$ cat config.mk
export PLATFORM = sky130hd
export DESIGN_NAME = radius_scan_sequencer
export DESIGN_NICKNAME = d
export VERILOG_FILES = /design/src/rtl/radius_scan_sequencer.sv
export SDC_FILE = /design/constraint.sdc
export NUM_CORES = 2
export LEC_CHECK = 0
export ABC_AREA = 1
export BUFFER_PORTS_ARGS = -buffer_cell sky130_fd_sc_hd__buf_2
export CAP_MARGIN = 20
export CORE_MARGIN = 10
export CORE_UTILIZATION = 50
export DETAILED_ROUTE_END_ITERATION = 10
export PLACE_DENSITY = 0.71
export SLEW_MARGIN = 20
export SYNTH_ARGS = -nofsm -noshare
export SYNTH_HDL_FRONTEND = slang
export SYNTH_SLANG_ARGS = --single-unit
$ cat constraint.sdc
create_clock -name clk -period 3.02 [get_ports clk]
set_input_delay 0.302 -clock clk [delete_from_list [all_inputs] [get_ports clk]]
set_output_delay 0.302 -clock clk [all_outputs]
set_load 0.02 [all_outputs]
$ cat src/rtl/radius_scan_sequencer.sv
// Buffers one scan of radius samples, replays it as a single calc_en burst, then returns the captured surface.
// Optional CLOSE_LOOP_EN: burst is SAMPLES+1 long and re-presents sample 0 to close the polygon.
module radius_scan_sequencer #(
    parameter int SAMPLES     = 128,
    parameter int RW          = 16,
    parameter int SW          = 32,
    parameter int CAPTURE_DLY = 4
) (
    input  logic          clk,
    input  logic          rst_n,
    input  logic          s_valid,
    output logic          s_ready,
    input  logic [RW-1:0] s_radius,
    output logic          calc_rst,
    output logic          calc_en,
    output logic [RW-1:0] calc_radius,
    input  logic [SW-1:0] calc_surf,
    output logic          m_valid,
    input  logic          m_ready,
    output logic [SW-1:0] m_surf,
    output logic          busy
);

    localparam int CW = $clog2(SAMPLES + 2);
    localparam int AW = (SAMPLES > 1) ? $clog2(SAMPLES) : 1;
`ifdef CLOSE_LOOP_EN
    localparam int BURST = SAMPLES + 1;
`else
    localparam int BURST = SAMPLES;
`endif

    typedef enum logic [2:0] {LOAD, CLEAR, STREAM, DRAIN, RESULT} state_t;

    state_t        state_q, state_d;
    logic [CW-1:0] wr_cnt_q, wr_cnt_d;
    logic [CW-1:0] rd_cnt_q, rd_cnt_d;
    logic [3:0]    dly_cnt_q, dly_cnt_d;
    logic          s_ready_q, s_ready_d;
    logic          calc_rst_q, calc_rst_d;
    logic          calc_en_q, calc_en_d;
    logic [RW-1:0] calc_radius_q, calc_radius_d;
    logic          m_valid_q, m_valid_d;
    logic [SW-1:0] m_surf_q, m_surf_d;
    logic          busy_q, busy_d;
    logic          wr_en;
    logic [AW-1:0] rd_addr;

    logic [RW-1:0] sample_mem [SAMPLES];

    always_ff @(posedge clk) begin
        if (wr_en) begin
            sample_mem[wr_cnt_q[AW-1:0]] <= s_radius;
        end
    end

    // calc_radius_q is the read register, so the address leads the presented radius by one cycle
`ifdef CLOSE_LOOP_EN
    assign rd_addr = (rd_cnt_q == CW'(SAMPLES)) ? '0 : rd_cnt_q[AW-1:0];
`else
    assign rd_addr = rd_cnt_q[AW-1:0];
`endif

    always_comb begin
        state_d       = state_q;
        wr_cnt_d      = wr_cnt_q;
        rd_cnt_d      = rd_cnt_q;
        dly_cnt_d     = dly_cnt_q;
        s_ready_d     = s_ready_q;
        calc_rst_d    = calc_rst_q;
        calc_en_d     = calc_en_q;
        calc_radius_d = calc_radius_q;
        m_valid_d     = m_valid_q;
        m_surf_d      = m_surf_q;
        wr_en         = 1'b0;

        case (state_q)
            LOAD: begin
                if (s_valid && s_ready_q) begin
                    wr_en    = 1'b1;
                    wr_cnt_d = wr_cnt_q + 1'b1;
                    if (wr_cnt_q == CW'(SAMPLES - 1)) begin
                        state_d    = CLEAR;
                        s_ready_d  = 1'b0;
                        calc_rst_d = 1'b1;
                    end
                end
            end
            CLEAR: begin
                calc_rst_d    = 1'b0;
                calc_en_d     = 1'b1;
                calc_radius_d = sample_mem[rd_addr];
                rd_cnt_d      = rd_cnt_q + 1'b1;
                state_d       = STREAM;
            end
            STREAM: begin
                if (rd_cnt_q == CW'(BURST)) begin
                    calc_en_d     = 1'b0;
                    calc_radius_d = '0;
                    dly_cnt_d     = 4'd1;
                    state_d       = DRAIN;
                end else begin
                    calc_radius_d = sample_mem[rd_addr];
                    rd_cnt_d      = rd_cnt_q + 1'b1;
                end
            end
            DRAIN: begin
                if (dly_cnt_q == 4'(CAPTURE_DLY)) begin
                    m_surf_d  = calc_surf;
                    m_valid_d = 1'b1;
                    state_d   = RESULT;
                end else begin
                    dly_cnt_d = dly_cnt_q + 1'b1;
                end
            end
            RESULT: begin
                if (m_ready) begin
                    m_valid_d = 1'b0;
                    s_ready_d = 1'b1;
                    wr_cnt_d  = '0;
                    rd_cnt_d  = '0;
                    dly_cnt_d = '0;
                    state_d   = LOAD;
                end
            end
            default: state_d = LOAD;
        endcase

        busy_d = !((state_d == LOAD) && (wr_cnt_d == '0));
    end

    always_ff @(posedge clk or negedge rst_n) begin
        if (!rst_n) begin
            state_q       <= LOAD;
            wr_cnt_q      <= '0;
            rd_cnt_q      <= '0;
            dly_cnt_q     <= '0;
            s_ready_q     <= 1'b1;
            calc_rst_q    <= 1'b0;
            calc_en_q     <= 1'b0;
            calc_radius_q <= '0;
            m_valid_q     <= 1'b0;
            m_surf_q      <= '0;
            busy_q        <= 1'b0;
        end else begin
            state_q       <= state_d;
            wr_cnt_q      <= wr_cnt_d;
            rd_cnt_q      <= rd_cnt_d;
            dly_cnt_q     <= dly_cnt_d;
            s_ready_q     <= s_ready_d;
            calc_rst_q    <= calc_rst_d;
            calc_en_q     <= calc_en_d;
            calc_radius_q <= calc_radius_d;
            m_valid_q     <= m_valid_d;
            m_surf_q      <= m_surf_d;
            busy_q        <= busy_d;
        end
    end

    assign s_ready     = s_ready_q;
    assign calc_rst    = calc_rst_q;
    assign calc_en     = calc_en_q;
    assign calc_radius = calc_radius_q;
    assign m_valid     = m_valid_q;
    assign m_surf      = m_surf_q;
    assign busy        = busy_q;

endmodule

; ---- Yosys cells after proc, flatten, opt, wreduce, memory -nomap -nowiden
; Memories as Yosys holds them, arrays and structs flattened.
; Cells that the tools add are included.
[op_classes]
add_sub_neg = 3
multipliers = 0
div_mod_pow = 0
order_cmp = 0
eq_ne = 14
shifts = 0
muxes = 34
n_bitwise = 0
reduce_logical = 19
[ops]
columns = operator, n
row1 = $mux W8, 4
row2 = $pmux W16 S2, 1
row3 = $pmux W8 S3, 1
row4 = $add A8 B1 Y8 const B, 2
row5 = $mux W16, 1
row6 = $pmux W8 S2, 1
row7 = $mux W3, 5
row8 = $pmux W3 S5, 1
row9 = $ne A2 B2 Y1 const B, 7
row10 = $mux W1, 12
row11 = $mux W4, 3
row12 = $pmux W4 S3, 1
row13 = $reduce_and A3 Y1, 3
row14 = $eq A8 B7 Y1 const B, 1
row15 = $eq A8 B8 Y1 const B, 1
row16 = $logic_not A8 Y1, 1
row17 = $pmux W1 S2, 4
row18 = $reduce_and A4 Y1, 2
row19 = $reduce_bool A2 Y1, 4
row20 = $eq A3 B2 Y1 const B, 2
row21 = $logic_not A3 Y1, 2
row22 = $reduce_bool A3 Y1, 2
row23 = $add A4 B1 Y4 const B, 1
row24 = $eq A4 B3 Y1 const B, 1
row25 = other kinds (5), 7
[totals]
register_bits = 76
latch_bits = 0
ram_bits = 2048
rom_bits = 0
in_bits = 52
out_inout_bits = 53
elab_cells = 82
n_memories = 1
[memory_table]
columns = name, words, word_bits, rd, rd_ports_with_merged_regs, write_ports, line
row1 = sample_mem, 128, 16, 1, 0, 1, 48  ; logic [RW-1:0] sample_mem [SAMPLES];

; ---- Depth between registers and ports, before layout
[logic_depth]
word_depth = 7
mapped_depth = 17
mapped_depth_nobuf = 13

; ---- Worst setup path before layout
; No wires, ideal clock.
[synth_timing]
path_kind = flip-flop to flip-flop
from = reg s_ready_q (netlist: s_ready)
to = mem sample_mem[30][0], enable pin
setup_ps = 409
arrival_ps = 2295
t_required_ps = 2611
setup_slack_ps = 316
path_stages_with_launch = 6
path_buffers = 1
period_less_slack_ps = 2704
path_cell_list = dfstp_2 > nand2_1 > inv_1 > nand2_1 > buf_1 > nor3_1
[synth_via]
elab_chain_len = 5
[synth_rtl]
columns = item, line
row1 = start: declaration, 38  ; logic s_ready_q, s_ready_d;
row2 = start signal: assignment, 149  ; s_ready_q <= s_ready_d;
row3 = $logic_and A1 B1 Y1, 78  ; if (s_valid && s_ready_q) begin
row4 = $mux W1, 78
row5 = $mux W1, 76  ; case (state_q)
row6 = $mux W1, 51  ; if (wr_en) begin
row7 = $mux W1 (implied by the code), 52  ; sample_mem[wr_cnt_q[AW-1:0]] <= s_radius;
row8 = end: declaration, 48
; Every way passes these cells.

; ---- Final worst setup path
[layout_timing]
from = reg rd_cnt_q[0]
to = reg calc_radius_q[5] (netlist: calc_radius[5])
[layout_via]
elab_chain_len = 3
word_cells_on_any_way = 4
classes_between = eq/ne (1) / mux (2) / memory (1)
[layout_rtl]
columns = item, line
row1 = start: declaration, 36  ; logic [CW-1:0] rd_cnt_q, rd_cnt_d;
row2 = start signal: assignment, 147  ; rd_cnt_q <= rd_cnt_d;
row3 = $mem_v2 Z128 W16 / $eq A8 B8 Y1 (equally long branches), n/a
row4 = $mux W16, 96  ; if (rd_cnt_q == CW'(BURST)) begin
row5 = $pmux W16 S2 *, 76
row6 = end signal: assignment, 152  ; calc_radius_q <= calc_radius_d;
row7 = end: declaration, 41  ; logic [RW-1:0] calc_radius_q, calc_radius_d;
; Mark *: on every way between the ends. The rest lies on a longest branch, timed or not.
; A chain may end at the register's enable or synchronous reset.

==> impl_metrics.tcl <==
set metrics [dict create \
    vias 62600 \
    clockRootBuffer "clkbuf_16" \
    htree_levels 4 \
    maxSlewViolCount 0 \
    firstDrtPassIters 8 \
    num_rows 155 \
    p_leak_nw 41.8 \
    max_freq_mhz 340 \
    slowest_delay_ps 540 \
    synthCells 8541 \
    synth_seq_cells 2124 \
    end_kind "flop" \
    worst_pin_slew_ps 1030 \
    synth_seq_area_share 0.705 \
    critical_path_peak_fanout 38 \
    seqPwrFrac 0.551 \
    min_path_type "input port to flop" \
    p_per_area_mw_per_mm2 573 \
    hold_slack_ps 30.4 \
    setup_slack_ps 82.3 \
    synthXorXnorAreaFrac 0.000292 \
    fill_cells 14200 \
    synth_top_family_by_area "simple AND/OR/NAND/NOR gates" \
    grt.total_usage 0.245 \
    final_common_cell "nand2_1" \
    rr_worst_depth 15 \
    clk_pin_slew_worst_paths_ps 60 \
    nets 8893 \
    grt_max_degree 129 \
    r2r-end "calc_radius[5]" \
    worstPathRequired_ps 3760 \
    crit_top_cell "nand2_1" \
    cts_sinks 2124 \
    place.gp.congestion 0.933 \
    crit_type "flop to flop" \
    slew_headroom 0.314 \
    synth_cell_types 36 \
    place_worst_setup_slack_ps 22.9 \
    critical_path.startpoint "rd_cnt_q[0]" \
    ant_nets 0 \
    rsz0062_at_grt "false" \
    layout_common_cells "nand2_1 (2961), edfxtp_1 (2048), nor2_1 (934)" \
    finalSetupTns_ps 0 \
    start_util 0.503 \
    yosys_warnings 0 \
    syn_avg_cell_area_um2 10.5 \
    worstReg2RegStart "rd_cnt_q[0]" \
    finalWirelength_um 249000 \
    clock_skew_ps 65.4 \
    antenna_found_initial 7 \
    cp_slowest_cell "dfrtp_4" \
    cts_made_buffers 209 \
    clk_path_buf_depth 3 \
    p_int_mw 46.8 \
    syn2layout_area_growth_pct 13.9 \
    die_w_um 444 \
    startpoint_type "flop" \
    endpoint "calc_radius[5]" \
    syn_nets 8598 \
    postCtsSetupBuffers 0 \
    combPwrFrac 0.014 \
    layout_worst_path_cycle_share 0.973 \
    outcome "finished, final reports clean" \
    portBuffers 104 \
    power.total_mw 58.7 \
    avgViaCountPerCell 5.50 \
    reg2reg_slack_ps 80 \
    place_hpwl_um 149000 \
    die-area_mm2 0.197 \
    ioPinCount 105 \
    maxCapViolCount 0 \
    grt-ovfl-total 0 \
    yosys.area_share.adder 0.000696 \
    synthMuxAreaShare 0.00401 \
    drt_iter0_drc 7624 \
    synth_compound_area_frac 0.0337 \
    wl_per_cell_um 21.9 \
    clockPowerShare 0.435 \
    p_sw_frac 0.202 \
    drive_above_1_share 0.0919 \
    grt_pass1_wl_um 372000 \
    arrival_ps 3680 \
    grt_pass1_vias 60500 \
    path_cells "clkinv_8 > buf_12 > buf_12 > buf_12 > nand2_1 > nand3_1 > nand2_1 > nand2_1 > nand2_1 > nor2_1 > nor2_1 > nor2_2 > nand3_1 > nand3_1 > nand2_1" \
    coreArea_mm2 0.179 \
    cts_tree "yes" \
    fp.dieH_um 444 \
    netlist_area_mm2 0.0899 \
    drcViolationCount 0 \
    final_hold_viol_count 0 \
    p_sw_mw 11.8 \
    clock_latency_ps 860 \
    post-route-min-period_ps 2940 \
    setup_viol_count_final 0 \
    synthSimpleGateAreaFrac 0.193 \
    peakVddDrop_v 0.000518 \
]
==> state kept, by name, indices dropped and copies added (netlist names) <==
name         flops
busy             1
calc_en          1
calc_radius     16
calc_rst         1
dly_cnt_q        4
m_surf          32
m_valid          1
rd_cnt_q         8
s_ready          1
sample_mem    2048
state_q          3
wr_cnt_q         8
==> cell families after synthesis <==
logic type / Yosys count
AO/OA/AOI/OAI: 592
AND/OR/NAND/NOR: 4434
flip-flops: 2124
adder cells (fa/ha/maj): 5
multiplexers: 32
XOR/XNOR: 3
buffers and inverters: 1351
==> final cells by class <==
class,count,area [µm²],share of cell area
Multi-Input combinational cell,5066,21000,0.205
Sequential cell,2124,63400,0.619
Timing Repair Buffer,510,4900,0.0479
Clock inverter,114,1040,0.0102
Clock buffer,277,5650,0.0552
Inverter,925,3500,0.0342
Antenna cell,1,2.50,0.0000244
Tap cell,2355,2950,0.0288
==> what timing repair did <==
item | CTS | global route
hold endpoints to repair | 295 | 0
hold buffers | 40 | 0
endpoints found under the setup margin | 0 | 2
gates resized for setup | 0 | 4
==> worst min path at each step <==
stage / startpoint / to / slack [ps] / cells past startpoint
floorplan: rst_n / busy / 6 / 0
global placement: m_valid / m_valid / 460 / 2
detailed placement: rst_n / m_surf[28] / 410 / 1
CTS: s_radius[2] / sample_mem[102][2] / 3 / 1
global route: s_radius[2] / sample_mem[96][2] / 30 / 1
finish: s_radius[2] / sample_mem[96][2] / 30 / 1
==> synth_stat cells (all sizes together) <==
library cell,instances,area share
inv,923,0.039
nor3,29,0.0017
dfrtp,75,0.021
nand2,2961,0.12
clkbuf,219,0.0091
edfxtp,2048,0.68
nor3b,1,0.000084
o22ai,41,0.0029
clkinv,2,0.000084
xor2,2,0.00019
xnor2,1,0.000097
nor4,2,0.00021
nor2,942,0.039
o21ai,541,0.030
o211ai,1,0.000084
a211oi,1,0.000084
or2,1,0.000070
a21oi,4,0.00022
mux2,32,0.0040
nand4,11,0.00077
ha,5,0.00070
o31ai,1,0.000084
o21bai,1,0.000084
buf,207,0.015
dfstp,1,0.00029
a21boi,1,0.000084
nand3,487,0.027
o32ai,1,0.000097
==> worst max-delay path: cells and delay by family, from the launching register on <==
family                 cells  cell delay, ps
buffers and inverters      4             950
AND/OR/NAND/NOR           11            1310
flip-flops                 1             540
==> power by group through the flow <==
stage          clock network (mW)  logic (mW)  registers, mW
2_1_floorplan                   0      0.0189           33.0
3_3_place_gp                    0       0.752           32.9
3_5_place_dp                    0       0.775           32.9
4_1_cts                      25.8       0.815           32.3
5_1_grt                      26.9       0.861           32.3
6_report                     25.5       0.816           32.3
==> stage by stage <==
| step | area (µm²) | util | instances |
|---|---|---|---|
| after global placement | 95300 | 0.533 | 10900 |
| after global routing | 102000 | 0.573 | 11400 |
| after CTS | 102000 | 0.573 | 11400 |
| final | 102000 | 0.573 | 11400 |
| after floorplan | 89900 | - | 8541 |
| after detailed placement | 95300 | 0.534 | 10900 |
==> metal layers <==
layer,GRT usage,wire (µm),vias to the layer above
met1,0.321,95500,30100
met3,0.0440,23900,649
met2,0.390,115000,3392
li1,-,-,28400
met5,0,0,-
met4,0.132,14900,0
Power figures use the tool's default switching activity.
